**config.mk**
```make
export PLATFORM = sky130hd
export DESIGN_NAME = uart_tx_scheduler
export DESIGN_NICKNAME = d
export VERILOG_FILES = /design/src/rtl/uart_tx_scheduler.sv
export SDC_FILE = /design/constraint.sdc
export NUM_CORES = 1
export LEC_CHECK = 0
export CAP_MARGIN = 20
export CORE_MARGIN = 2
export CORE_UTILIZATION = 43
export DETAILED_ROUTE_END_ITERATION = 8
export GPL_ROUTABILITY_DRIVEN = 0
export PLACE_DENSITY_LB_ADDON = 0.15
export SLEW_MARGIN = 20
export SYNTH_ARGS = -nofsm -noshare
export SYNTH_HDL_FRONTEND = slang
export SYNTH_SLANG_ARGS = --single-unit
```
**constraint.sdc**
```tcl
create_clock -name CLK -period 2.1 [get_ports CLK]
set_clock_uncertainty 0.1 [all_clocks]
set_input_delay 0.42 -clock CLK [delete_from_list [all_inputs] [get_ports CLK]]
set_output_delay 0.42 -clock CLK [all_outputs]
set_load 0.01 [all_outputs]
```
**src/rtl/uart_tx_scheduler.sv**
```systemverilog
// rtl/uart_tx_scheduler.sv - two-requester round-robin scheduler feeding 1/2-byte messages to UART_TX
// Optional TX_TIMEOUT_EN: watchdog on tx_busy rising after each frame, sticky err_timeout.
module uart_tx_scheduler #(
    parameter int DATA_WIDTH  = 8,
    parameter int TIMEOUT_CYC = 16
) (
    input  logic                    CLK,
    input  logic                    RST,
    input  logic [1:0]              req_valid,
    input  logic [1:0]              req_two,
    input  logic [2*DATA_WIDTH-1:0] req0_data,
    input  logic [2*DATA_WIDTH-1:0] req1_data,
    output logic [1:0]              req_ack,
    input  logic                    tx_busy,
    output logic                    tx_data_valid,
    output logic [DATA_WIDTH-1:0]   tx_p_data,
    output logic                    sched_busy,
    output logic                    err_timeout
);

    typedef enum logic [1:0] {IDLE, ISSUE, WAIT_HI, WAIT_LO} state_t;

    state_t                  state;
    logic                    rr_last;
    logic                    byte_cnt;
    logic                    hold_two;
    logic [DATA_WIDTH-1:0]   hold_hi;
    logic                    grant_en;
    logic                    grant_idx;
    logic [2*DATA_WIDTH-1:0] grant_data;
    logic                    timeout_hit;

    if (TIMEOUT_CYC < 1) begin : g_bad_timeout
        $error("TIMEOUT_CYC must be at least 1");
    end

    // The ack must land in the same cycle the payload is captured, so the grant is decoded here.
    assign grant_en   = !RST && (state == IDLE) && (|req_valid) && !tx_busy;
    assign grant_idx  = (&req_valid) ? ~rr_last : req_valid[1];
    assign grant_data = grant_idx ? req1_data : req0_data;
    assign req_ack    = grant_en ? (grant_idx ? 2'b10 : 2'b01) : 2'b00;

`ifdef TX_TIMEOUT_EN
    localparam int CW = $clog2(TIMEOUT_CYC + 1);
    logic [CW-1:0] tmo_cnt;
    logic          err_q;

    assign timeout_hit = (state == WAIT_HI) && !tx_busy && (tmo_cnt == CW'(TIMEOUT_CYC - 1));
    assign err_timeout = err_q;

    always_ff @(posedge CLK) begin
        if (RST) begin
            tmo_cnt <= '0;
            err_q   <= 1'b0;
        end else begin
            if (state == ISSUE)
                tmo_cnt <= '0;
            else if (state == WAIT_HI && !tx_busy)
                tmo_cnt <= tmo_cnt + CW'(1);
            if (timeout_hit)
                err_q <= 1'b1;
        end
    end
`else
    assign timeout_hit = 1'b0;
    assign err_timeout = 1'b0;
`endif

    always_ff @(posedge CLK) begin
        if (RST) begin
            state         <= IDLE;
            rr_last       <= 1'b1;
            byte_cnt      <= 1'b0;
            hold_two      <= 1'b0;
            hold_hi       <= '0;
            tx_data_valid <= 1'b0;
            tx_p_data     <= '0;
            sched_busy    <= 1'b0;
        end else begin
            case (state)
                IDLE: begin
                    if (grant_en) begin
                        hold_hi       <= grant_data[2*DATA_WIDTH-1:DATA_WIDTH];
                        hold_two      <= req_two[grant_idx];
                        rr_last       <= grant_idx;
                        byte_cnt      <= 1'b0;
                        tx_p_data     <= grant_data[DATA_WIDTH-1:0];
                        tx_data_valid <= 1'b1;
                        sched_busy    <= 1'b1;
                        state         <= ISSUE;
                    end
                end
                ISSUE: begin
                    tx_data_valid <= 1'b0;
                    state         <= WAIT_HI;
                end
                WAIT_HI: begin
                    if (tx_busy) begin
                        state <= WAIT_LO;
                    end else if (timeout_hit) begin
                        sched_busy <= 1'b0;
                        state      <= IDLE;
                    end
                end
                WAIT_LO: begin
                    // P_DATA must stay put until here: UART_TX samples it late for parity.
                    if (!tx_busy) begin
                        if (hold_two && !byte_cnt) begin
                            byte_cnt      <= 1'b1;
                            tx_p_data     <= hold_hi;
                            tx_data_valid <= 1'b1;
                            state         <= ISSUE;
                        end else begin
                            sched_busy <= 1'b0;
                            state      <= IDLE;
                        end
                    end
                end
                default: state <= IDLE;
            endcase
        end
    end

endmodule

```
Yosys cells after proc, flatten, opt, wreduce, memory -nomap -nowiden
Cells that the tools add are included.
- $lt $le $gt $ge: 1
- eq/ne operators: 8
- mux-type cells: 24
- bitwise logic cells: 1
- reduce and logical (&&, ||, !) cells: 17
- operators with widths (operator ; number):
    8-bit two-way mux ; 3
    16-bit two-way mux ; 1
    8-bit one-hot mux with 2 select lines ; 1
    4-bit AND reduction ; 3
    1-bit two-way mux ; 10
    2-bit two-way mux ; 5
    2-bit != test, second input constant ; 5
    2-bit one-hot mux with 4 select lines ; 1
    2-bit equality test, second input constant ; 2
    1-bit logical AND ; 4
    1-bit one-hot mux with 2 select lines ; 2
    2-bit AND reduction ; 2
    1-bit logical NOT ; 3
    1-bit one-hot mux with 3 select lines ; 1
    3-bit AND reduction ; 1
    3-bit nonzero test ; 1
    2-bit by 1-bit equality test with 1-bit output, second input constant ; 1
    2-bit logical NOT ; 1
    1-bit by 2-bit < comparator with 1-bit output, second input constant ; 1
    2-bit nonzero test ; 1
    2-bit OR reduction ; 1
    1-bit inverter ; 1
- bits in registers: 23
- bits of input ports: 39
- output and inout bits: 13
- logic and storage cells: 59

Depth between registers and ports, before layout
Gate-level depths: netlist of the first run.
- word-level depth: 6
- mapped depth: 8
- gate-level depth less buffers: 6

Least setup slack after synthesis of the first run
No wires, ideal clock.
- path kind: flip-flop to output port
- start: register state[0]
- end: output req_ack[1]
- arrival time: 1.279 ns
- setup slack: 0.301 ns
- stages on the path, launching flop included: 6
- path buffers: 0
- cells stage by stage: dfxtp_1 inv_1 ha_1 nor2b_2 o21ai_0 nor3b_1
- longest elaborated chain between the ends: 5
- RTL lines (item ; line ; RTL):
    from (decl) ; 23 ; state_t state;
    from (signal assigned) ; 71 ; state <= IDLE;
    from (signal assigned) ; 90 ; state <= ISSUE;
    from (signal assigned) ; 95 ; state <= WAIT_HI;
    2-bit logical NOT ; 38 ; assign grant_en = !RST && (state == IDLE) && (|req_valid) && !tx_busy;
    1-bit logical AND (3 in a row) ; 38 ;
    2-bit two-way mux ; 41 ; assign req_ack = grant_en ? (grant_idx ? 2'b10 : 2'b01) : 2'b00;
    to (decl) ; 13 ; output logic [1:0] req_ack,
Every way passes these cells.

Final worst setup path of the first run
- start: input req_valid[1]
- end: output req_ack[1]
- longest elaborated chain between the ends: 4
- elaborated cells between the ends (all ways): 7
- classes of those cells: mux (3); reduce/logical (4)
- RTL lines (item ; line ; RTL):
    from (decl) ; 9 ; input logic [1:0] req_valid,
    2-bit AND reduction / 2-bit OR reduction (equally long branches) ; 39, 38 ;
    1-bit two-way mux / 1-bit logical AND (equally long branches) ; 39, 38 ;
    2-bit two-way mux / 1-bit logical AND (equally long branches) ; 41, 38 ;
    2-bit two-way mux * ; 41 ;
Every way passes the cells marked *; elsewhere a longest branch is shown, timed or not.

==> summary.txt, run 1 <==
Outcome
  – Status: complete, no violations

Hold path
  – Hold path startpoint: hold_two
  – Hold crit path type: flop to flop

STA
  – Slew @ Worst Pin: 0.578 ns
  – Setup WS post-layout: 0.0616 ns
  – Slew Viols, Final: 0
  – Finish-stage setup viols: 0
  – Min Tclk post-route: 2.04 ns
  – Rel. slew slack: 60.4%
  – Setup_tns: 0 ns
  – Final cycle utilization of the critical path: 97.1%
  – Final Hold Viols: 0
  – F_max: 491 MHz

Finish
  – Antenna cells: 0
  – Fill count: 274
  – Share of layout cells above drive strength 1: 15.5%
  – Area Overhead vs Synth: 48.7%
  – Area of the multi-input gates: 807 µm²
  – Final nets: 252
  – Fin util: 66.0%
  – FF/Latch Area: 460 µm²
  – Post-Layout Cell Count: 240

Global route
  – Largest net degree at the start of global routing: 19
  – All-Layer GR Usage: 20.4%
  – Vias in the first global route: 1267
  – Global route overflow: 0
  – Initial antenna violation count: 0
  – First-pass GRT wire length: 5510 µm

Place
  – Number of I/O port buffers: 50
  – Placed insts: 236
  – DP Worst Slack: -0.356 ns
  – Dpl hpwl: 2620 µm

Worst setup path
  – Crit Path Max Fanout: 4
  – CP Launch Point: req_valid[1]
  – WP data required: 1.58 ns
  – Crit Path Class: input port to primary output
  – Setup crit start kind: input port
  – Worst R2R Start: state[1]
  – Worst Path Arrival: 1.52 ns
  – Worst setup EP type: primary output

Clock tree
  – Root Buffer: clkbuf_4
  – Cts-stage hold buffer count: 0
  – H-tree depth: 1
  – Clk_lat worst skew: 0.31 ns
  – Longest Clk Path Bufs: 2
  – CTS sink cnt: 23
  – CTS tree: built
  – Cts bufs inserted: 3
  – Setup bufs post-CTS: 0
  – CTS clk-pin slew, worst paths: 0.14 ns

Flow run
  – Maxcap violations: 0

Floorplanning
  – Chip height: 59.7 µm
  – DIE WIDTH: 59.7 µm
  – # rows: 20
  – Initial Util: 44.4%
  – Core Area: 3000 µm²
  – IO Count: 52
  – Die Footprint: 3560 µm²

Logic synthesis
  – Top-count cell post-synth: dfxtp_1
  – Largest area contributor in the netlist: dfxtp_1
  – Synth Area per Inst: 9.14 µm²
  – Cells after Synth: 146
  – Top cell type's share of synthesized area: 34.5%
  – Synth Warn #: 0
  – Post-synthesis cell area: 1330 µm²
  – Post-synth EDFFs: 0
  – Syn Nets: 190
  – Post-synth ARST share: 0%
  – Synth top area cells: dfxtp_1 35%, mux2i_1 7.5%, mux2_1 6.8%
  – #FFs+latches synth: 23
  – Sequential cell area fraction in the yosys report: 34.5%
  – Top cells by count, synth: 23 x dfxtp_1, 12 x a21oi_1, 12 x nor2_1, 12 x o21ai_0
  – Leading register cell type out of synthesis: dfxtp_1
  – Unique cell type count in the Yosys netlist: 31

Power
  – Maximum vdd drop: 0.404 mV
  – Post-layout power: 0.00202 W
  – Power per cell area: 1020 nW/µm²
  – Leak: 0.735 nW

Route
  – Via/cell ratio: 5.42
  – Post-route ant nets: 0
  – Initial DRC count: 40
  – WL per Instance: 13.9 µm
  – Detailed-route via count: 1301
  – DR pass1 iterations: 4
  – Drt drc: 0
  – Final wirelength: 3330 µm
## flip-flops by register name, indices dropped and copies added (netlist names)
signal	count
byte_cnt	1
hold_hi	8
hold_two	1
rr_last	1
sched_busy	1
state	2
tx_data_valid	1
tx_p_data	8
## layout make-up
cell class / count / share of cell area (%)
tap: 33 / 2.08
timing repair buffer: 69 / 32.1
multi-input combinational: 108 / 40.7
clock buffer: 4 / 1.32
inverter: 3 / 0.568
sequential: 23 / 23.2
## power by group
part	switching (W)	internal (W)	total, W
clock network	0.000134	0.0000741	0.000209
registers	0.0000709	0.000571	0.000642
logic	0.000566	0.000600	0.00117
## worst paths after layout
check | endpoint | slack, ns | depth (start not counted)
min | byte_cnt | 0.38 | 2
max reg2reg | tx_data_valid | 0.23 | 6
min reg2reg | byte_cnt | 0.38 | 2
max | req_ack[1] | 0.06 | 4
## repair_timing
action                                 in CTS  in global routing
setup endpoints to repair                   2                  4
resized for setup                           9                  6
endpoints found under the hold margin       0                  0
## cells by family (layout without fill, tap and decap cells)
| family | count (synthesis) | in the layout | share of synthesized area (%) |
|---|---|---|---|
| mux | 19 | 19 | 15.1 |
| compound gates | 51 | 51 | 25.9 |
| simple gates | 32 | 32 | 12.5 |
| flops | 23 | 23 | 34.5 |
| fa+ha+maj | 5 | 5 | 4.69 |
| buf+inv | 15 | 76 | 7.03 |
| other cells | 1 | 1 | 0.281 |
## stage by stage
stage                     area, µm²  hold WS (ns)
after global routing           1980         0.391
after detailed placement       1940         0.372
final                          1980         0.385
after floorplan                1330         0.352
after global placement         1940         0.365
after CTS                      1960         0.385
## layer usage
metal  GRT usage [%]  routed length [µm]  part of all wire (%)  up-vias
li1                -                   -                     -      655
met3            3.46                 202                   6.1        2
met5               0                   0                     0        -
met4            5.71                  23                  0.69        0
met2            36.6                1600                    48       46
met1            24.7                1500                    45      598
## critical path, cell delays in order
cell and delay (ns):
clkdlybuf4s50_1 0.53, a21boi_4 0.24, nor3b_2 0.17, buf_2 0.15
## cell usage in the layout, fill, tap and decap left out, types with 4 or more instances in the layout
master           instances
mux2i_1                 10
dfxtp_1                 23
nor2b_1                  4
o2111ai_1                8
ha_1                     4
o21ai_0                 11
a211oi_1                10
nor2_1                  12
a21oi_1                 12
clkdlybuf4s50_1         48
buf_4                   18
nand2b_1                 9
mux2_1                   8
Power figures use the tool's default switching activity.
==> run 2, diff against run 1 <==
- CAP_MARGIN: 20 -> not set
- PLACE_DENSITY: not set -> 0.79
- PLACE_DENSITY_LB_ADDON: 0.15 -> not set
==> run 2 against run 1 <==
Worst setup slack improved by 0.028 ns. First-iteration DRC count increased by 25%. Clock power increased by 4%. Routed wire length decreased by 2.5%. Sequential share of layout area increased by 0.43 points. Final cell count decreased by 1.3%. Via count increased by 1.2%. Non-clock buffer count decreased by 3. Hold slack improved by 0.0039 ns. Die area unchanged. Core utilization decreased by 1.2 points. Critical endpoint unchanged.
==> summary.txt, run 2 (synthesized netlist as in run 1, its figures left out) <==
STA
  – F_max: 498 MHz (was 491 MHz)
  – RSZ-0062 raised after global routing: true
  – Final Hold Viols: 0 (unchanged)
  – Finish-stage setup viols: 0 (unchanged)
  – Slew Viols, Final: 0 (unchanged)
  – Final cycle utilization of the critical path: 95.7% (was 97.1%)
  – Setup WS post-layout: 0.0901 ns (was 0.0616 ns)
  – Min Tclk post-route: 2.01 ns (was 2.04 ns)
  – Setup_tns: 0 ns (unchanged)

Global route
  – Initial antenna violation count: 0 (unchanged)
  – Largest net degree at the start of global routing: 20 (was 19)
  – All-Layer GR Usage: 19.8% (was 20.4%)
  – First-pass GRT wire length: 5390 µm (was 5510 µm)
  – Global route overflow: 0 (unchanged)
  – Vias in the first global route: 1236 (was 1267)

Route
  – Final wirelength: 3240 µm (was 3330 µm)
  – Drt drc: 0 (unchanged)
  – DR pass1 iterations: 4 (unchanged)
  – Initial DRC count: 50 (was 40)
  – Via/cell ratio: 5.55 (was 5.42)
  – Post-route ant nets: 0 (unchanged)
  – Detailed-route via count: 1316 (was 1301)
  – WL per Instance: 13.7 µm (was 13.9 µm)

Floorplanning
  – DIE WIDTH: 59.7 µm (unchanged)
  – Core Area: 3000 µm² (unchanged)
  – # rows: 20 (unchanged)
  – Chip height: 59.7 µm (unchanged)
  – Initial Util: 44.4% (unchanged)
  – Die Footprint: 3560 µm² (unchanged)
  – IO Count: 52 (unchanged)

Finish
  – Antenna cells: 0 (unchanged)
  – Most frequent cells in the layout: 48 x clkdlybuf4s50_1, 23 x dfxtp_1, 16 x buf_4, 12 x nor2_1, 12 x a21oi_1 (was 48 x clkdlybuf4s50_1, 23 x dfxtp_1, 18 x buf_4, 12 x nor2_1, 12 x a21oi_1)
  – Share of layout cells above drive strength 1: 14.2% (was 15.5%)
  – Area Overhead vs Synth: 46.0% (was 48.7%)
  – Fin util: 64.8% (was 66.0%)
  – Fill count: 254 (was 274)
  – Commonest non-fill, non-tap cell in the layout: clkdlybuf4s50_1 (unchanged)
  – Post-Layout Cell Count: 237 (was 240)
  – Largest regs: hold_hi x8, tx_p_data x8, state x2 (unchanged)
  – Final nets: 249 (was 252)

Place
  – Dpl hpwl: 2460 µm (was 2620 µm)
  – DP Worst Slack: -0.339 ns (was -0.356 ns)
  – Number of I/O port buffers: 50 (unchanged)
  – Placed insts: 233 (was 236)

Worst setup path
  – Setup crit start kind: input port (unchanged)
  – Crit Path Class: input port to primary output (unchanged)
  – WP data required: 1.58 ns (about the same)
  – Worst path cell trace: clkdlybuf4s50_1, a21boi_2, nor3b_1, buf_2 (was clkdlybuf4s50_1, a21boi_4, nor3b_2, buf_2)
  – Buf/Inv on CP: 2 (unchanged)
  – CP max stage delay: 0.52 ns (was 0.53 ns)
  – Worst Path Arrival: 1.49 ns (was 1.52 ns)
  – Crit-path slowest cell: clkdlybuf4s50_1 (unchanged)
  – Crit Path Max Fanout: 3 (was 4)
  – Crit path max-delay family: buffers and inverters (unchanged)
  – Worst setup EP type: primary output (unchanged)

Power
  – Power per cell area: 1030 nW/µm² (was 1020 nW/µm²)
  – Maximum vdd drop: 0.439 mV (was 0.404 mV)
  – Leak: 0.720 nW (was 0.735 nW)

Clock tree
  – Clk_lat worst skew: 0.33 ns (was 0.31 ns)
  – CTS clk-pin slew, worst paths: 0.13 ns (was 0.14 ns)
  – Root Buffer: clkbuf_4 (unchanged)
  – Longest Clk Path Bufs: 2 (unchanged)
  – CTS sink cnt: 23 (unchanged)
  – Cts bufs inserted: 3 (unchanged)
  – CTS tree: built (unchanged)
  – H-tree depth: 1 (unchanged)
  – Cts-stage hold buffer count: 0 (unchanged)

Flow run
  – Maxcap violations: 0 (unchanged)

Hold path
  – Hold crit path type: flop to flop (unchanged)

Outcome
  – Status: complete, no violations (unchanged)
-- run 2: path summary, 6_finish.rpt --
| kind | end | depth (start not counted) | startpoint | slack (ns) |
|---|---|---|---|---|
| setup / recovery | req_ack[1] | 4 | req_valid[1] | 0.09 |
| setup reg to reg | state[0] | 6 | state[0] | 0.20 |
| hold reg to reg | tx_p_data[3] | 2 | tx_p_data[3] | 0.39 |
| hold / removal | tx_p_data[3] | 2 | tx_p_data[3] | 0.39 |
-- run 2: area by class of cell --
type                    count  area [µm²]  share of cell area (%)
multi-input cells         108         796                    40.9
repair buffers             66         611                    31.4
flip-flops and latches     23         460                    23.7
well taps                  33        41.3                    2.12
clock buffers               3        22.5                    1.16
inverters                   3        11.3                   0.578
clock inverters             1        5.00                   0.257
-- run 2: per-layer routing --
metal / track usage (%) / part of all wire (%) / vias to the layer above
met5: 0 / 0 / -
met4: 7.62 / 1.4 / 0
met3: 3.25 / 6.8 / 5
met2: 35.4 / 51 / 56
met1: 23.3 / 41 / 603
li1: - / - / 652
-- run 2: timing repair --
action                     in CTS  in global routing
setup endpoints to repair       2                  6
pin swaps                       1                  1
gates resized for setup         8                  4
setup buffers                   0                  0
-- run 2: report_power, final --
| group | switching, W | total (W) | leakage [nW] | internal, W |
|---|---|---|---|---|
| Sequential | 0.0000693 | 0.000640 | 0.189 | 0.000571 |
| Combinational | 0.000564 | 0.00115 | 0.513 | 0.000581 |
| Clock | 0.000146 | 0.000218 | 0.0177 | 0.0000717 |
-- run 2: worst register-to-register path: stages, from the launching register on --
cell	delay [ns]
dfxtp_1	0.34
buf_4	0.13
ha_1	0.34
a21o_1	0.25
o31a_1	0.12
o31a_1	0.30
a311oi_2	0.24
-- run 2: metrics by stage --
stage / hold WS [ns] / total power (W) / cell area, µm²
after floorplan: 0.352 / 0.00130 / 1330
after global placement: 0.369 / 0.00173 / 1920
after detailed placement: 0.369 / 0.00177 / 1920
after CTS: 0.389 / 0.00198 / 1940
after global routing: 0.404 / 0.00215 / 1950
final: 0.389 / 0.00200 / 1950
